<file path="config.mk">
export PLATFORM = sky130hd
export DESIGN_NAME = eva_mem_req_ctrl
export DESIGN_NICKNAME = d
export VERILOG_FILES = /design/src/rtl/eva_mem_req_ctrl.sv
export SDC_FILE = /design/constraint.sdc
export NUM_CORES = 1
export LEC_CHECK = 0
export BUFFER_PORTS_ARGS = -buffer_cell sky130_fd_sc_hd__buf_2
export CAP_MARGIN = 5
export CORE_UTILIZATION = 41
export DETAILED_ROUTE_END_ITERATION = 7
export GPL_TIMING_DRIVEN = 0
export HOLD_SLACK_MARGIN = 0.05
export PLACE_DENSITY_LB_ADDON = 0.25
export SKIP_LAST_GASP = 1
export SLEW_MARGIN = 20
export SYNTH_ARGS = -nofsm -noshare
export SYNTH_HDL_FRONTEND = slang
export SYNTH_SLANG_ARGS = --single-unit
</file>
<file path="constraint.sdc">
create_clock -name clk -period 2.95 [get_ports clk]
set_input_delay 0.4425 -clock clk [delete_from_list [all_inputs] [get_ports clk]]
set_output_delay 0.4425 -clock clk [all_outputs]
set_load 0.01 [all_outputs]
</file>
<file path="src/rtl/eva_mem_req_ctrl.sv">
// eva_mem_req_ctrl: valid/ready request front end for the EVA_MEM_WRAP memory with a credit-protected response FIFO
//
// Optional feature: define EVA_MEM_WR_ACK_EN so every accepted write (mask 0 included) returns one
// response entry with rsp_wr=1 and rsp_rdata=0, in order with reads. Undefined: writes are silent.
//
// Ports:
//   clk, rst_n                      clock; asynchronous active-low reset
//   req_valid/req_ready             request handshake (accept when both high)
//   req_wr, req_addr, req_wdata     request kind, address, write data
//   req_mask                        per-lane write enable (ignored for reads)
//   rsp_valid/rsp_ready             response FIFO head handshake (pop when both high)
//   rsp_rdata, rsp_wr               head read data, head-is-write-ack flag
//   mem_rd, mem_we, mem_addr,       registered memory pins
//   mem_wdata
//   mem_rdata                       memory read data, valid one cycle after the sampling edge
module eva_mem_req_ctrl #(
    parameter int WIDTH     = 32,
    parameter int MASKBITS  = 1,
    parameter int RSP_DEPTH = 4
) (
    input  logic                clk,
    input  logic                rst_n,
    input  logic                req_valid,
    output logic                req_ready,
    input  logic                req_wr,
    input  logic [31:0]         req_addr,
    input  logic [WIDTH-1:0]    req_wdata,
    input  logic [MASKBITS-1:0] req_mask,
    output logic                rsp_valid,
    input  logic                rsp_ready,
    output logic [WIDTH-1:0]    rsp_rdata,
    output logic                rsp_wr,
    output logic                mem_rd,
    output logic [MASKBITS-1:0] mem_we,
    output logic [31:0]         mem_addr,
    output logic [WIDTH-1:0]    mem_wdata,
    input  logic [WIDTH-1:0]    mem_rdata
);
    localparam int AW = $clog2(RSP_DEPTH);
    localparam int CW = $clog2(RSP_DEPTH + 1);
    localparam logic [AW:0] PTR_ONE = (AW + 1)'(1);

    logic [CW-1:0]    cnt;
    logic [AW:0]      wp, rp;
    logic [WIDTH-1:0] dmem [RSP_DEPTH];
    logic             rd_pend;
    logic             acc, pop, push, inc;
    logic [WIDTH-1:0] push_data;

    // Credits cover issue stage, capture stage and FIFO, so a push never meets a full FIFO.
    assign req_ready = cnt < CW'(RSP_DEPTH);
    assign acc       = req_valid & req_ready;
    // Pointers carry one extra wrap bit so full and empty are distinguishable.
    assign rsp_valid = wp != rp;
    assign pop       = rsp_valid & rsp_ready;
    assign rsp_rdata = rsp_valid ? dmem[rp[AW-1:0]] : '0;

`ifdef EVA_MEM_WR_ACK_EN
    logic wack_iss, wack_pend;
    logic wmem [RSP_DEPTH];

    assign inc       = acc;
    assign push      = rd_pend | wack_pend;
    assign push_data = rd_pend ? mem_rdata : '0;
    assign rsp_wr    = rsp_valid & wmem[rp[AW-1:0]];

    // Write acks travel through the same two stages as reads to keep responses in order.
    always_ff @(posedge clk or negedge rst_n) begin
        if (!rst_n) begin
            wack_iss  <= 1'b0;
            wack_pend <= 1'b0;
        end else begin
            wack_iss  <= acc & req_wr;
            wack_pend <= wack_iss;
        end
    end

    always_ff @(posedge clk) begin
        if (push) wmem[wp[AW-1:0]] <= wack_pend;
    end
`else
    assign inc       = acc & ~req_wr;
    assign push      = rd_pend;
    assign push_data = mem_rdata;
    assign rsp_wr    = 1'b0;
`endif

    always_ff @(posedge clk or negedge rst_n) begin
        if (!rst_n) begin
            mem_rd    <= 1'b0;
            mem_we    <= '0;
            mem_addr  <= '0;
            mem_wdata <= '0;
            rd_pend   <= 1'b0;
            cnt       <= '0;
            wp        <= '0;
            rp        <= '0;
        end else begin
            mem_rd  <= acc & ~req_wr;
            mem_we  <= (acc & req_wr) ? req_mask : '0;
            if (acc) mem_addr <= req_addr;
            if (acc & req_wr) mem_wdata <= req_wdata;
            // Set on the edge the memory samples mem_rd; data is captured on the next edge.
            rd_pend <= mem_rd;
            cnt     <= cnt + CW'(inc) - CW'(pop);
            if (push) wp <= wp + PTR_ONE;
            if (pop) rp <= rp + PTR_ONE;
        end
    end

    always_ff @(posedge clk) begin
        if (push) dmem[wp[AW-1:0]] <= push_data;
    end
endmodule

</file>
# Word level (Yosys, flattened, before mapping)
# Memories as Yosys holds them, arrays and structs flattened.
# Index checks and enable logic that the tools add are counted.
word_totals:
  regBits: 76
  latch_bits: 0
  ramBits: 128
  romBits: 0
  n_memories: 1
op_classes:
  n_addsub: 4
  multipliers: 0
  div_mod_pow: 0
  magnitude_cmp: 1
  eq_ne: 1
  n_shift: 0
  muxes: 4
  n_bitwise: 5
  reduce_logical: 0
mem_list:
  columns: ["name", "depth", "width", "rd", "rd_ports_with_merged_regs", "write_ports", "line_no", "rtl"]
  rows:
  - ["dmem", 4, 32, 1, 0, 1, "45", "logic [WIDTH-1:0] dmem [RSP_DEPTH];"]
op_table:
  columns: ["cell", "n"]
  rows:
  - ["32-bit two-way mux", 1]
  - ["3-bit by 1-bit adder with 3-bit output (second input constant)", 2]
  - ["1-bit bitwise AND", 4]
  - ["3-bit by 1-bit adder with 3-bit output", 1]
  - ["3-bit less-than comparator (second input constant)", 1]
  - ["1-bit two-way mux", 3]
  - ["3-bit inequality test", 1]
  - ["3-bit by 1-bit subtractor with 3-bit output", 1]
  - ["1-bit inverter", 1]

# Depth between registers and ports, before layout
logic_depth:
  ltp_word: 5
  mapped_depth: 10
  ltp_nobuf: 9

# Least setup slack after synthesis
# No wires, ideal clock.
synth_path:
  path_kind: "register to register"
  from: "reg rp[0]"
  to: "reg cnt[2]"
  setup_time_ns: 0.080
  arrival_time_ns: 2.291
  slack_ns: 0.579
  path_stages_with_launch: 11
  n_path_buf: 1
  period_less_slack_ns: 2.371
  cell_sequence: "dfrtp_1 buf_6 xor2_4 o31ai_1 inv_1 ha_1 inv_1 ha_1 fa_1 xnor2_1 xnor2_1"
synth_between:
  elab_chain_cells: 3
synth_lines:
  columns: ["element", "line_no", "rtl"]
  rows:
  - ["start: declaration", "44", "logic [AW:0] wp, rp;"]
  - ["start signal: assignment", "107", "if (pop) rp <= rp + PTR_ONE;"]
  - ["3-bit inequality test", "54", "assign rsp_valid = wp != rp;"]
  - ["1-bit bitwise AND", "55", "assign pop = rsp_valid & rsp_ready;"]
  - ["net pop", "47", "logic acc, pop, push, inc;"]
  - ["3-bit by 1-bit subtractor with 3-bit output", "105", "cnt <= cnt + CW'(inc) - CW'(pop);"]
  - ["end signal: assignment", "105", null]
  - ["end: declaration", "43", "logic [CW-1:0] cnt;"]
# The timed path passes the listed nets, and every way through them passes these cells.
# A chain may end at the register's enable or synchronous reset.

# Final worst setup path
# Same ends and word-level chain as after synthesis.

==> run metrics <==
crit path launch type=flip-flop; met3 usage=5.16%; Die W=about 140 um; die height=141 um; core area=0.0188 mm2; DR WL/cell=17.6 um; Worst Path Buf+Inv=3; setup TNS=0 ns; fin. max-slew vios=0; Tcrit/Tclk final=90.3%; Post-synth EDFFs=128; outcome=completed; internal power=between 7 and 8 mW; hold buffer count at CTS=1; full die area=0.0199 mm2; synthesis-stage register bit count=204; Final Critical Period=2.67 ns; Post-Syn Nets=roughly 510; filler cell count=1518; Post-Synthesis Cells=roughly 400; RSZ-0062 raised after global routing=no; CP Class=flip-flop to flip-flop; static leakage=slightly above 4 nW; I/O Buffers=201; met2 Resource Use GR=29.9%; Worst Hold Class=input pin to flip-flop; PD cells=between 1000 and 1500 mW/mm2; Starting Density=42.0%; Post-CTS Setup Inserts=0; CTS Sinks=approximately 200; syn_area_per_cell=19.9 um2; Clock Latency Late Sink=between 0.4 and 0.5 ns; Distinct cells, synth=31; CTS clk-pin slew, worst paths=0.06 ns; Post-Route WL=15900 um; initial drt markers=143; grt ovf=0; slew at the pin with the worst max-slew slack=between 0.5 and 0.6 ns; I/O pin total=slightly above 200; Area Overhead vs Synth=27.3%; CP max-delay cell=o31ai_1; endpoints failing hold=0; Total Power=10.2 mW; Yosys top cell by area=edfxtp_1; Max Fclk=375 MHz; Total GRT Usage=16.7%; CTS tree=yes; CP delay by family, top=adder cells; Gate power share=35.5%; nets=between 700 and 800; post-route ant nets=0; critical-path maximum fanout=7; Main synth FF type=edfxtp_1; CTS-repair resized insts=0; Area contributors post-synth=edfxtp_1, dfrtp_1, mux2_2, mux4_2, nor2b_1; sw frac=31.1%; drt pass-1 iters=4; peak supply drop=a little over 0.6 mV; antenna violations before repair=2; crit-path max cell delay=~0.5 ns; layout cells sized above 1=56.1%; Multi-input gate area=approximately 0.0020 mm2; area of the mapped netlist=0.00792 mm2; Most Crowded Layer GR=met2; CP required=around 3.4 ns; CTS root buffer=clkbuf_16; Yosys warnings=0; Critical Path Sink Type=flip-flop; async set-reset flop share out of synthesis=37.3%; # rows=50; vias in the first global route=slightly below 5000; crit path DAT=3.08 ns; vias post-DR=between 4000 and 5000; Num CTS Buffers=22; DRC=0; NetSw=3.19 mW; Slew headroom=a little over 60%; Clock power frac=25.1%; Setup Skew=0.0104 ns; Longest Clk Path Bufs=3; Synth top area share=48.5%; sequential fraction of the synthesis area=between 70% and 80%; Sequential Area=approximately 0.0057 mm2; pin count of the biggest net entering global routing=44; first-pass GRT wire length=25500 um; endpoints failing setup=0; DP HPWL=11000 um; critical path, cell by cell=buf_6, xor2_4, o31ai_1, inv_1, ha_1, inv_1, ha_1, fa_1, xnor2_1, xnor2_1; H-tree depth=1; Global Route met1 Usage=19.4%; drt via density=4.76; Seq pwr share=39.3%; max_cap viols=0; Routability Congestion=0.762
registers in the layout (all words and copies together) (netlist names), 3 cells and up:
signal / count
mem_addr: 32
cnt: 3
dmem: 128
wp: 3
rp: 3
mem_wdata: 32
per-stage QoR:
stage          instance area [um2]  instances  utilization (%)  setup WS (ns)  hold WS [ns]
2_1_floorplan                 7920        397                -          0.579         0.147
3_3_place_gp                  9250        858             49.1          0.272         0.364
3_5_place_dp                  9380        863             49.8          0.261         0.368
4_1_cts                      10100        904             53.5          0.213         0.142
5_1_grt                      10100        905             53.5          0.117         0.140
6_report                     10100        905             53.5          0.285         0.164
power groups by stage:
stage	Clock [mW]	Combinational, mW	Sequential [mW]
after CTS	2.66	3.72	4.04
after global routing	2.78	3.99	4.11
final	2.57	3.64	4.03
after detailed placement	0	3.72	4.07
after floorplan	0	2.07	4.26
after global placement	0	3.61	4.04
cells by family after synthesis:
kind of cell / after synthesis / synth area share (%)
DFF: 204 / 72.6
muxes: 96 / 18.3
and+or+nand+nor: 45 / 3.76
buffers and inverters: 28 / 2.07
xor gates and xnor gates: 9 / 1.33
adders and majority gates: 8 / 1.36
AOI/OAI and AO/OA: 6 / 0.616
other: 1 / 0.0474
area by class of cell:
cell class / count / area share (%)
Buffer: 19 / 1.29
Tap cell: 260 / 3.23
Inverter: 9 / 0.335
Antenna cell: 1 / 0.0248
Clock buffer: 33 / 6.49
Sequential cell: 204 / 57.0
Timing Repair Buffer: 207 / 11.3
Multi-Input combinational cell: 165 / 20.0
Clock inverter: 7 / 0.323
synthesized netlist by cell type (2+ instances only):
| master | number |
|---|---|
| xnor2_1 | 4 |
| mux4_2 | 31 |
| buf_2 | 11 |
| buf_6 | 4 |
| xor2_1 | 3 |
| inv_1 | 9 |
| o21ai_0 | 2 |
| nand2b_1 | 2 |
| buf_4 | 4 |
| edfxtp_1 | 128 |
| and2_1 | 4 |
| dfrtp_1 | 76 |
| nor2b_1 | 32 |
| mux2_2 | 64 |
| ha_1 | 7 |
worst paths after layout:
| kind | start | endpoint | slack (ns) | depth (start not counted) |
|---|---|---|---|---|
| setup / recovery | rp[0] | cnt[2] | 0.28 | 10 |
| hold / removal | mem_rdata[9] | dmem[0][9] | 0.16 | 1 |
| setup reg to reg | rp[0] | cnt[2] | 0.28 | 10 |
| hold reg to reg | mem_rd | push | 0.38 | 0 |
| max in group asynchronous | rst_n | mem_wdata[0] | 1.96 | 3 |
| min in group asynchronous | rst_n | mem_addr[8] | 0.43 | 2 |
placed cells by master, fill, tap and decap left out, types with 2 or more instances in the layout:
| cell | instances |
|---|---|
| clkbuf_1 | 7 |
| ha_1 | 7 |
| dfrtp_1 | 76 |
| mux4_2 | 31 |
| xnor2_1 | 4 |
| and2_2 | 4 |
| mux2_2 | 64 |
| clkinv_2 | 5 |
| clkbuf_8 | 2 |
| nor2b_1 | 32 |
| buf_6 | 4 |
| o21ai_0 | 2 |
| edfxtp_1 | 128 |
| buf_2 | 211 |
| clkbuf_16 | 24 |
| buf_16 | 3 |
| nand2b_1 | 2 |
| xor2_1 | 3 |
| clkinv_1 | 2 |
| buf_12 | 2 |
| inv_1 | 9 |
| buf_4 | 5 |
metal layers:
layer	vias to the layer above	wire length, um
met5	-	13
met4	2	231
met3	18	1290
met2	172	8080
met1	2151	6280
li1	1963	-
(Power assumes the default switching activity.)
